[config.mk]
export PLATFORM = sky130hd
export DESIGN_NAME = irq_axil_sink
export DESIGN_NICKNAME = d
export VERILOG_FILES = /design/src/rtl/irq_axil_pkg.sv /design/src/rtl/irq_axil_sink_wr.sv /design/src/rtl/irq_axil_sink.sv
export SDC_FILE = /design/constraint.sdc
export NUM_CORES = 1
export LEC_CHECK = 0
export ABC_AREA = 1
export BUFFER_PORTS_ARGS = -buffer_cell sky130_fd_sc_hd__buf_2
export CAP_MARGIN = 15
export CORE_ASPECT_RATIO = 1.2
export CORE_MARGIN = 1.5
export CORE_UTILIZATION = 35
export DETAILED_ROUTE_END_ITERATION = 6
export GPL_TIMING_DRIVEN = 0
export HOLD_SLACK_MARGIN = 0.02
export PLACE_DENSITY = 0.75
export SETUP_SLACK_MARGIN = 0.05
export SLEW_MARGIN = 20
export SYNTH_ARGS = -nofsm -noshare
export SYNTH_HDL_FRONTEND = slang
export SYNTH_SLANG_ARGS = --single-unit
export TNS_END_PERCENT = 20
[constraint.sdc]
create_clock -name clk_i -period 1.7 [get_ports clk_i]
set_clock_uncertainty 0.1 [all_clocks]
set_input_delay 0.085 -clock clk_i [delete_from_list [all_inputs] [get_ports clk_i]]
set_output_delay 0.085 -clock clk_i [all_outputs]
set_load 0.01 [all_outputs]
[src/rtl/irq_axil_pkg.sv]
// -----------------------------------------------------------------------------
// irq_axil_pkg
// Definitions shared by the IRQ-to-AXI-lite master and the irq_axil_sink slave.
//   - AXI-lite response codes.
//   - Default byte addresses of the M-mode and S-mode eip registers.
//   - Selector enum and decode helper for the two eip registers.
// No ports. This is a package.
// -----------------------------------------------------------------------------
package irq_axil_pkg;

  localparam logic [1:0] axil_resp_okay_gp   = 2'b00;
  localparam logic [1:0] axil_resp_slverr_gp = 2'b10;

  localparam logic [31:0] m_mode_plic_addr_gp = 32'h0030_b000;
  localparam logic [31:0] s_mode_plic_addr_gp = 32'h0030_b004;

  // Identifies which eip register an access targets. Addresses that match
  // neither register decode to EIP_SEL_NONE.
  typedef enum logic [1:0] {
    EIP_SEL_NONE = 2'd0,
    EIP_SEL_M    = 2'd1,
    EIP_SEL_S    = 2'd2
  } eip_sel_e;

  // The caller passes word addresses, which are byte addresses with the two
  // low bits dropped. The caller zero-extends each word address to 64 bits,
  // so one helper covers any address width the parameters allow.
  function automatic eip_sel_e eip_decode(input logic [63:0] word_addr,
                                          input logic [63:0] m_word,
                                          input logic [63:0] s_word);
    eip_decode = EIP_SEL_NONE;
    if (word_addr == m_word) begin
      eip_decode = EIP_SEL_M;
    end else if (word_addr == s_word) begin
      eip_decode = EIP_SEL_S;
    end
  endfunction

endpackage

[src/rtl/irq_axil_sink_wr.sv]
// -----------------------------------------------------------------------------
// irq_axil_sink_wr
// This is the write side of irq_axil_sink. It holds the AW beat and the W beat
// independently. It commits the pair once the previous B has been accepted. It
// then drives the B channel. The eip registers are in the top level. This
// block only tells the top which register to update and with what value.
// Ports:
//   clk_i, reset_i         clock and synchronous active-high reset
//   s_axil_aw*             write-address channel (valid/ready/addr)
//   s_axil_w*              write-data channel (valid/ready/data/strb)
//   s_axil_b*              write-response channel
//   m_we_o / s_we_o        one-cycle update strobes for the M/S eip registers
//   we_data_o              new irq level that goes with the strobes
// -----------------------------------------------------------------------------
module irq_axil_sink_wr
  import irq_axil_pkg::*;
#(
  parameter int axil_data_width_p = 32,
  parameter int axil_addr_width_p = 32,
  parameter logic [axil_addr_width_p-1:0] m_mode_plic_addr_p = axil_addr_width_p'(m_mode_plic_addr_gp),
  parameter logic [axil_addr_width_p-1:0] s_mode_plic_addr_p = axil_addr_width_p'(s_mode_plic_addr_gp)
) (
  input  logic                           clk_i,
  input  logic                           reset_i,
  input  logic [axil_addr_width_p-1:0]   s_axil_awaddr_i,
  input  logic                           s_axil_awvalid_i,
  output logic                           s_axil_awready_o,
  input  logic [axil_data_width_p-1:0]   s_axil_wdata_i,
  input  logic [axil_data_width_p/8-1:0] s_axil_wstrb_i,
  input  logic                           s_axil_wvalid_i,
  output logic                           s_axil_wready_o,
  output logic [1:0]                     s_axil_bresp_o,
  output logic                           s_axil_bvalid_o,
  input  logic                           s_axil_bready_i,
  output logic                           m_we_o,
  output logic                           s_we_o,
  output logic                           we_data_o
);

  logic                         aw_held_q, aw_held_d;
  logic [axil_addr_width_p-3:0] awaddr_q, awaddr_d;
  logic                         w_held_q, w_held_d;
  logic                         wbit_q, wbit_d;
  logic                         wstrb0_q, wstrb0_d;
  logic                         bvalid_q, bvalid_d;
  logic [1:0]                   bresp_q, bresp_d;
  logic                         commit;
  eip_sel_e                     wr_sel;
  logic                         unused_wr;

  // Only bit 0 of the data and bit 0 of the strobe carry meaning. The low
  // address bits are ignored as well. All of them are folded away here.
  assign unused_wr = ^{s_axil_awaddr_i, s_axil_wdata_i, s_axil_wstrb_i};

  // The readies are forced low while reset is asserted. Then no beat looks
  // accepted during reset, and all slave outputs read as zero in reset.
  assign s_axil_awready_o = ~aw_held_q & ~reset_i;
  assign s_axil_wready_o  = ~w_held_q & ~reset_i;
  assign s_axil_bvalid_o  = bvalid_q;
  assign s_axil_bresp_o   = bresp_q;

  // A held pair may commit only when no B is outstanding. This keeps one B in
  // flight at a time, so a second captured write waits for bready.
  assign commit = aw_held_q & w_held_q & ~bvalid_q;
  assign wr_sel = eip_decode(64'(awaddr_q),
                             64'(m_mode_plic_addr_p[axil_addr_width_p-1:2]),
                             64'(s_mode_plic_addr_p[axil_addr_width_p-1:2]));

  // Register update strobes. A hit with strobe bit 0 clear still gets an OKAY
  // response, but it leaves the register untouched.
  assign m_we_o    = commit & (wr_sel == EIP_SEL_M) & wstrb0_q;
  assign s_we_o    = commit & (wr_sel == EIP_SEL_S) & wstrb0_q;
  assign we_data_o = wbit_q;

  // Next-state logic for the holding registers and the B channel. Capture and
  // commit never happen on the same edge, because capture needs a free slot
  // and commit needs both slots full.
  always_comb begin
    aw_held_d = aw_held_q;
    awaddr_d  = awaddr_q;
    w_held_d  = w_held_q;
    wbit_d    = wbit_q;
    wstrb0_d  = wstrb0_q;
    bvalid_d  = bvalid_q;
    bresp_d   = bresp_q;
    if (s_axil_awvalid_i & s_axil_awready_o) begin
      aw_held_d = 1'b1;
      awaddr_d  = s_axil_awaddr_i[axil_addr_width_p-1:2];
    end
    if (s_axil_wvalid_i & s_axil_wready_o) begin
      w_held_d = 1'b1;
      wbit_d   = s_axil_wdata_i[0];
      wstrb0_d = s_axil_wstrb_i[0];
    end
    if (bvalid_q & s_axil_bready_i) begin
      bvalid_d = 1'b0;
    end
    if (commit) begin
      aw_held_d = 1'b0;
      w_held_d  = 1'b0;
      bvalid_d  = 1'b1;
      bresp_d   = (wr_sel == EIP_SEL_NONE) ? axil_resp_slverr_gp : axil_resp_okay_gp;
    end
  end

  // State register. Reset drops any held beats and any pending B response
  // with no trace.
  always_ff @(posedge clk_i) begin
    if (reset_i) begin
      aw_held_q <= 1'b0;
      awaddr_q  <= '0;
      w_held_q  <= 1'b0;
      wbit_q    <= 1'b0;
      wstrb0_q  <= 1'b0;
      bvalid_q  <= 1'b0;
      bresp_q   <= 2'b00;
    end else begin
      aw_held_q <= aw_held_d;
      awaddr_q  <= awaddr_d;
      w_held_q  <= w_held_d;
      wbit_q    <= wbit_d;
      wstrb0_q  <= wstrb0_d;
      bvalid_q  <= bvalid_d;
      bresp_q   <= bresp_d;
    end
  end

endmodule

[src/rtl/irq_axil_sink.sv]
// -----------------------------------------------------------------------------
// irq_axil_sink
// This is an AXI-lite slave. It receives M-mode and S-mode external-interrupt
// levels from the PLIC-side master and drives them into the core as level
// interrupt lines. Software can also read both registers back.
// Ports:
//   clk_i, reset_i   clock and synchronous active-high reset
//   s_axil_aw*/w*/b* write channels. These are handled in irq_axil_sink_wr.
//   s_axil_ar*/r*    read channels: one outstanding read at a time
//   m_irq_o, s_irq_o registered M/S external interrupt levels
// -----------------------------------------------------------------------------
module irq_axil_sink
  import irq_axil_pkg::*;
#(
  parameter int axil_data_width_p = 32,
  parameter int axil_addr_width_p = 32,
  parameter logic [axil_addr_width_p-1:0] m_mode_plic_addr_p = axil_addr_width_p'(m_mode_plic_addr_gp),
  parameter logic [axil_addr_width_p-1:0] s_mode_plic_addr_p = axil_addr_width_p'(s_mode_plic_addr_gp)
) (
  input  logic                           clk_i,
  input  logic                           reset_i,
  input  logic [axil_addr_width_p-1:0]   s_axil_awaddr_i,
  input  logic [2:0]                     s_axil_awprot_i,
  input  logic                           s_axil_awvalid_i,
  output logic                           s_axil_awready_o,
  input  logic [axil_data_width_p-1:0]   s_axil_wdata_i,
  input  logic [axil_data_width_p/8-1:0] s_axil_wstrb_i,
  input  logic                           s_axil_wvalid_i,
  output logic                           s_axil_wready_o,
  output logic [1:0]                     s_axil_bresp_o,
  output logic                           s_axil_bvalid_o,
  input  logic                           s_axil_bready_i,
  input  logic [axil_addr_width_p-1:0]   s_axil_araddr_i,
  input  logic [2:0]                     s_axil_arprot_i,
  input  logic                           s_axil_arvalid_i,
  output logic                           s_axil_arready_o,
  output logic [axil_data_width_p-1:0]   s_axil_rdata_o,
  output logic [1:0]                     s_axil_rresp_o,
  output logic                           s_axil_rvalid_o,
  input  logic                           s_axil_rready_i,
  output logic                           m_irq_o,
  output logic                           s_irq_o
);

  logic                         m_irq_q, m_irq_d;
  logic                         s_irq_q, s_irq_d;
  logic                         rvalid_q, rvalid_d;
  logic [axil_data_width_p-1:0] rdata_q, rdata_d;
  logic [1:0]                   rresp_q, rresp_d;
  logic                         m_we, s_we, we_data;
  logic                         ar_fire;
  eip_sel_e                     rd_sel;
  logic                         unused_top;

  // The prot fields and the low read-address bits carry nothing for this
  // slave.
  assign unused_top = ^{s_axil_awprot_i, s_axil_arprot_i, s_axil_araddr_i};

  irq_axil_sink_wr #(
    .axil_data_width_p (axil_data_width_p),
    .axil_addr_width_p (axil_addr_width_p),
    .m_mode_plic_addr_p(m_mode_plic_addr_p),
    .s_mode_plic_addr_p(s_mode_plic_addr_p)
  ) wr_u (
    .clk_i           (clk_i),
    .reset_i         (reset_i),
    .s_axil_awaddr_i (s_axil_awaddr_i),
    .s_axil_awvalid_i(s_axil_awvalid_i),
    .s_axil_awready_o(s_axil_awready_o),
    .s_axil_wdata_i  (s_axil_wdata_i),
    .s_axil_wstrb_i  (s_axil_wstrb_i),
    .s_axil_wvalid_i (s_axil_wvalid_i),
    .s_axil_wready_o (s_axil_wready_o),
    .s_axil_bresp_o  (s_axil_bresp_o),
    .s_axil_bvalid_o (s_axil_bvalid_o),
    .s_axil_bready_i (s_axil_bready_i),
    .m_we_o          (m_we),
    .s_we_o          (s_we),
    .we_data_o       (we_data)
  );

  // arready is also held low during reset, so every slave output is quiet
  // while reset is asserted.
  assign s_axil_arready_o = ~rvalid_q & ~reset_i;
  assign ar_fire          = s_axil_arvalid_i & s_axil_arready_o;
  assign rd_sel = eip_decode(64'(s_axil_araddr_i[axil_addr_width_p-1:2]),
                             64'(m_mode_plic_addr_p[axil_addr_width_p-1:2]),
                             64'(s_mode_plic_addr_p[axil_addr_width_p-1:2]));

  assign s_axil_rvalid_o = rvalid_q;
  assign s_axil_rdata_o  = rdata_q;
  assign s_axil_rresp_o  = rresp_q;
  assign m_irq_o         = m_irq_q;
  assign s_irq_o         = s_irq_q;

  // The eip registers change only on a commit strobe from the write side.
  // They feed the irq outputs directly, so no AXI input reaches the core
  // combinationally.
  always_comb begin
    m_irq_d = m_irq_q;
    s_irq_d = s_irq_q;
    if (m_we) begin
      m_irq_d = we_data;
    end
    if (s_we) begin
      s_irq_d = we_data;
    end
  end

  // Read channel. Read data is taken from the current register value at the
  // AR handshake edge. If a write commits on that same edge, the read returns
  // the old value. rdata and rresp hold until rready accepts them.
  always_comb begin
    rvalid_d = rvalid_q;
    rdata_d  = rdata_q;
    rresp_d  = rresp_q;
    if (rvalid_q & s_axil_rready_i) begin
      rvalid_d = 1'b0;
    end
    if (ar_fire) begin
      rvalid_d = 1'b1;
      case (rd_sel)
        EIP_SEL_M: begin
          rdata_d = axil_data_width_p'(m_irq_q);
          rresp_d = axil_resp_okay_gp;
        end
        EIP_SEL_S: begin
          rdata_d = axil_data_width_p'(s_irq_q);
          rresp_d = axil_resp_okay_gp;
        end
        default: begin
          rdata_d = '0;
          rresp_d = axil_resp_slverr_gp;
        end
      endcase
    end
  end

  // State register for the eip levels and the read response. A reset during
  // a read drops the pending R beat.
  always_ff @(posedge clk_i) begin
    if (reset_i) begin
      m_irq_q  <= 1'b0;
      s_irq_q  <= 1'b0;
      rvalid_q <= 1'b0;
      rdata_q  <= '0;
      rresp_q  <= 2'b00;
    end else begin
      m_irq_q  <= m_irq_d;
      s_irq_q  <= s_irq_d;
      rvalid_q <= rvalid_d;
      rdata_q  <= rdata_d;
      rresp_q  <= rresp_d;
    end
  end

endmodule

==> flow_summary.toml <==
[outcome]
status = "finished, final reports clean"

[detailed_routing]
wl_per_cell_microns = 9.627
ant_nets = 0
totalWireLength_microns = 5362
initialDrtViolationCount = 43
drc = 0
drtPass1Iterations = 4
vias = 2239
viasPerCell = 4.020

[power_and_ir_drop]
p_sw_frac = 0.2541
switching_power_uw = 577.7
internal_power_mw = 1.696
p_seq_frac = 0.468
clkPwrFrac = 0.330
ir_worst_vdd_uv = 459.1
combPwrFrac = 0.202
powerDensity_nw_per_um2 = 700.3
finalPower_mw = 2.274
leakage_nw = 1.697

[timing]
fmax_mhz = 720.0
min_period_ns = 1.389
maxSlewViolCount = 0
final_hold_viol_count = 0
final-setup-viol-count = 0
final.setup.tns_ns = 0
grt_setup_unrepaired = "false"
post-route-period-util = 0.8170
fin_ws_ns = 0.3110

[synthesis]
syn_inst = 321
synth_fa_ha_area_frac = 0
synth_common_cells = "nand2_1, inv_1, dfxtp_1"
synth_most_common_cell = "nand2_1"
ys_ff_latch = 41
synth_mux_area_frac = 0
synth_area_leaders = "dfxtp_1, nand2_1, buf_4"
netlist.area_leader.share = 0.3810
synth-compound-area-share = 0.1144
synth_edf_count = 0
yosys.area.top_type = "dfxtp_1"
synth_xor_area_frac = 0
synthDistinctLibCells = 21
synth-simple-area-share = 0.2729
avgSynthCellArea_sq_um = 6.712
yosysSeqAreaShare = 0.3810
synthesis.area_sq_um = 2155
ys_warn_count = 0
ys_async_sr_fraction = 0
synth-main-ff-cell = "dfxtp_1"
synth_top_family_by_area = "simple AND/OR/NAND/NOR gates"

[grt]
gr-total-overflow = 0
antenna_found_initial = 0
grt_max_degree = 13
grt_pass1_wl_microns = 8418
grt_use_total = 0.1653
first_global_vias = 2103

[clock_tree]
path_clk_slew_ns = 0.08
cts_buffers = 5
postCtsSetupRepairBufs = 0
clockBufferDepth = 2
cts.htree.levels = 2
cts_sinks = 41
cts_tree = "yes"
clk_latency_ns = 0.30
cts_root_buf = "clkbuf_8"

[cells_and_area]
diodes = 0
layout-drive-gt1-share = 0.2842
fill_cells = 613
multi_input_area_sq_um = 958.4
seq_area_sq_um = 820.8
area_growth_pct = 50.70
nets = 588

[min_path]
hp-class = "input port to flop"
min_path_cells = 5

[place]
post-dp-hpwl_microns = 4012
gp_congestion = 0.7633
port_buffers = 77
post-place-ws_ns = 0.4040

[critical_path]
cp_max_fo = 3
path_cells = "nor2_2 > nand2_1 > o21ai_0 > dlygate4sd3_1"
crit_path_max_incr_delay_ns = 0.55
worst-r2r-cell-count = 4
critPathKind = "flop to flop"
crit_path_top_delay_cell = "dlygate4sd3_1"
worstPathArrival_ns = 1.48
start_kind = "flop"
crit_required_ns = 1.79
cp-end-kind = "flop"

[floorplanning]
chipWidth_microns = 74.63
die_area_sq_um = 6638
start_util = 0.3607
pin_count = 156
rows = 31
fp.dieH_microns = 88.95
coreArea_sq_um = 5973

[run]
cap_violations = 0
## sequential cells by signal (all words and copies together), names as in the netlist
signal                cells
wr_u.s_axil_bvalid_o      1
s_irq_o                   1
wr_u.we_data_o            1
m_irq_o                   1
s_axil_rvalid_o           1
s_axil_rdata_o            1
wr_u.wstrb0_q             1
wr_u.s_axil_bresp_o       1
wr_u.awaddr_q            30
wr_u.w_held_q             1
wr_u.aw_held_q            1
s_axil_rresp_o            1
## per-layer routing
layer / track usage / wire length, microns
met1: 0.1724 / 2228
met2: 0.3247 / 2669
met3: 0.03495 / 404
met4: 0.04959 / 60
met5: 0 / 0
## placed cells by master (no fill, tap or decap), drive strengths merged
cell type / n
nand3: 6
o31ai: 17
bufinv: 1
conb: 33
dlygate4sd3: 38
nor2: 41
a21oi: 7
nand2: 91
clkinv: 1
dfxtp: 41
nand3b: 1
clkbuf: 7
inv: 52
buf: 119
o21ai: 16
nor3: 4
## power groups by stage
stage	clock network (mW)	registers (mW)	logic, mW
floorplan	0	1.08	0.259
global placement	0	1.08	0.384
detailed placement	0	1.09	0.390
CTS	0.766	1.06	0.460
global route	0.808	1.07	0.523
finish	0.751	1.06	0.460
## logic make-up after synthesis
family,after synthesis
buf+inv,96
other cells,1
flops,41
compound gates,40
simple gates,143
## area by class of cell
cell class,count,share of cell area
Multi-Input combinational cell,216,0.2952
Sequential cell,41,0.2528
Timing Repair Buffer,115,0.2358
Buffer,44,0.09249
Inverter,52,0.06012
Tap cell,82,0.03160
Clock buffer,5,0.02119
Clock inverter,2,0.01079
## worst paths after layout
path	startpoint	to	slack, ns
worst min register to register	wr_u.awaddr_q[16]$_SDFFE_PP0P_	wr_u.awaddr_q[16]$_SDFFE_PP0P_	0.36
worst max register to register	s_axil_rvalid_o$_SDFFE_PP0P_	s_axil_rvalid_o$_SDFFE_PP0P_	0.31
worst min-delay path	s_axil_araddr_i[3]	s_axil_rresp_o[1]$_SDFFE_PP0P_	0.08
worst max-delay path	s_axil_rvalid_o$_SDFFE_PP0P_	s_axil_rvalid_o$_SDFFE_PP0P_	0.31
## worst max-delay path: cells and delay by family, from the launching register on
| kind | cells | cell delay [ns] |
|---|---|---|
| AO/OA/AOI/OAI | 1 | 0.09 |
| buffers and inverters | 1 | 0.55 |
| flip-flops | 1 | 0.37 |
| AND/OR/NAND/NOR | 2 | 0.18 |
## stage by stage
step	cells	instance area, sq um	hold WS [ns]	utilization
2_1_floorplan	353	2275	0.09597	-
6_report	557	3247	0.08274	0.5436
3_5_place_dp	512	2763	0.1864	0.4625
5_1_grt	557	3247	0.1235	0.5436
3_3_place_gp	512	2763	0.1844	0.4625
4_1_cts	557	3247	0.08505	0.5436
## repair_timing
| item | CTS | global route |
|---|---|---|
| hold endpoints to repair | 37 | 0 |
| hold buffers | 38 | 0 |
| resized for setup | 0 | 0 |
No activity file was read; power rests on OpenSTA's default activity.
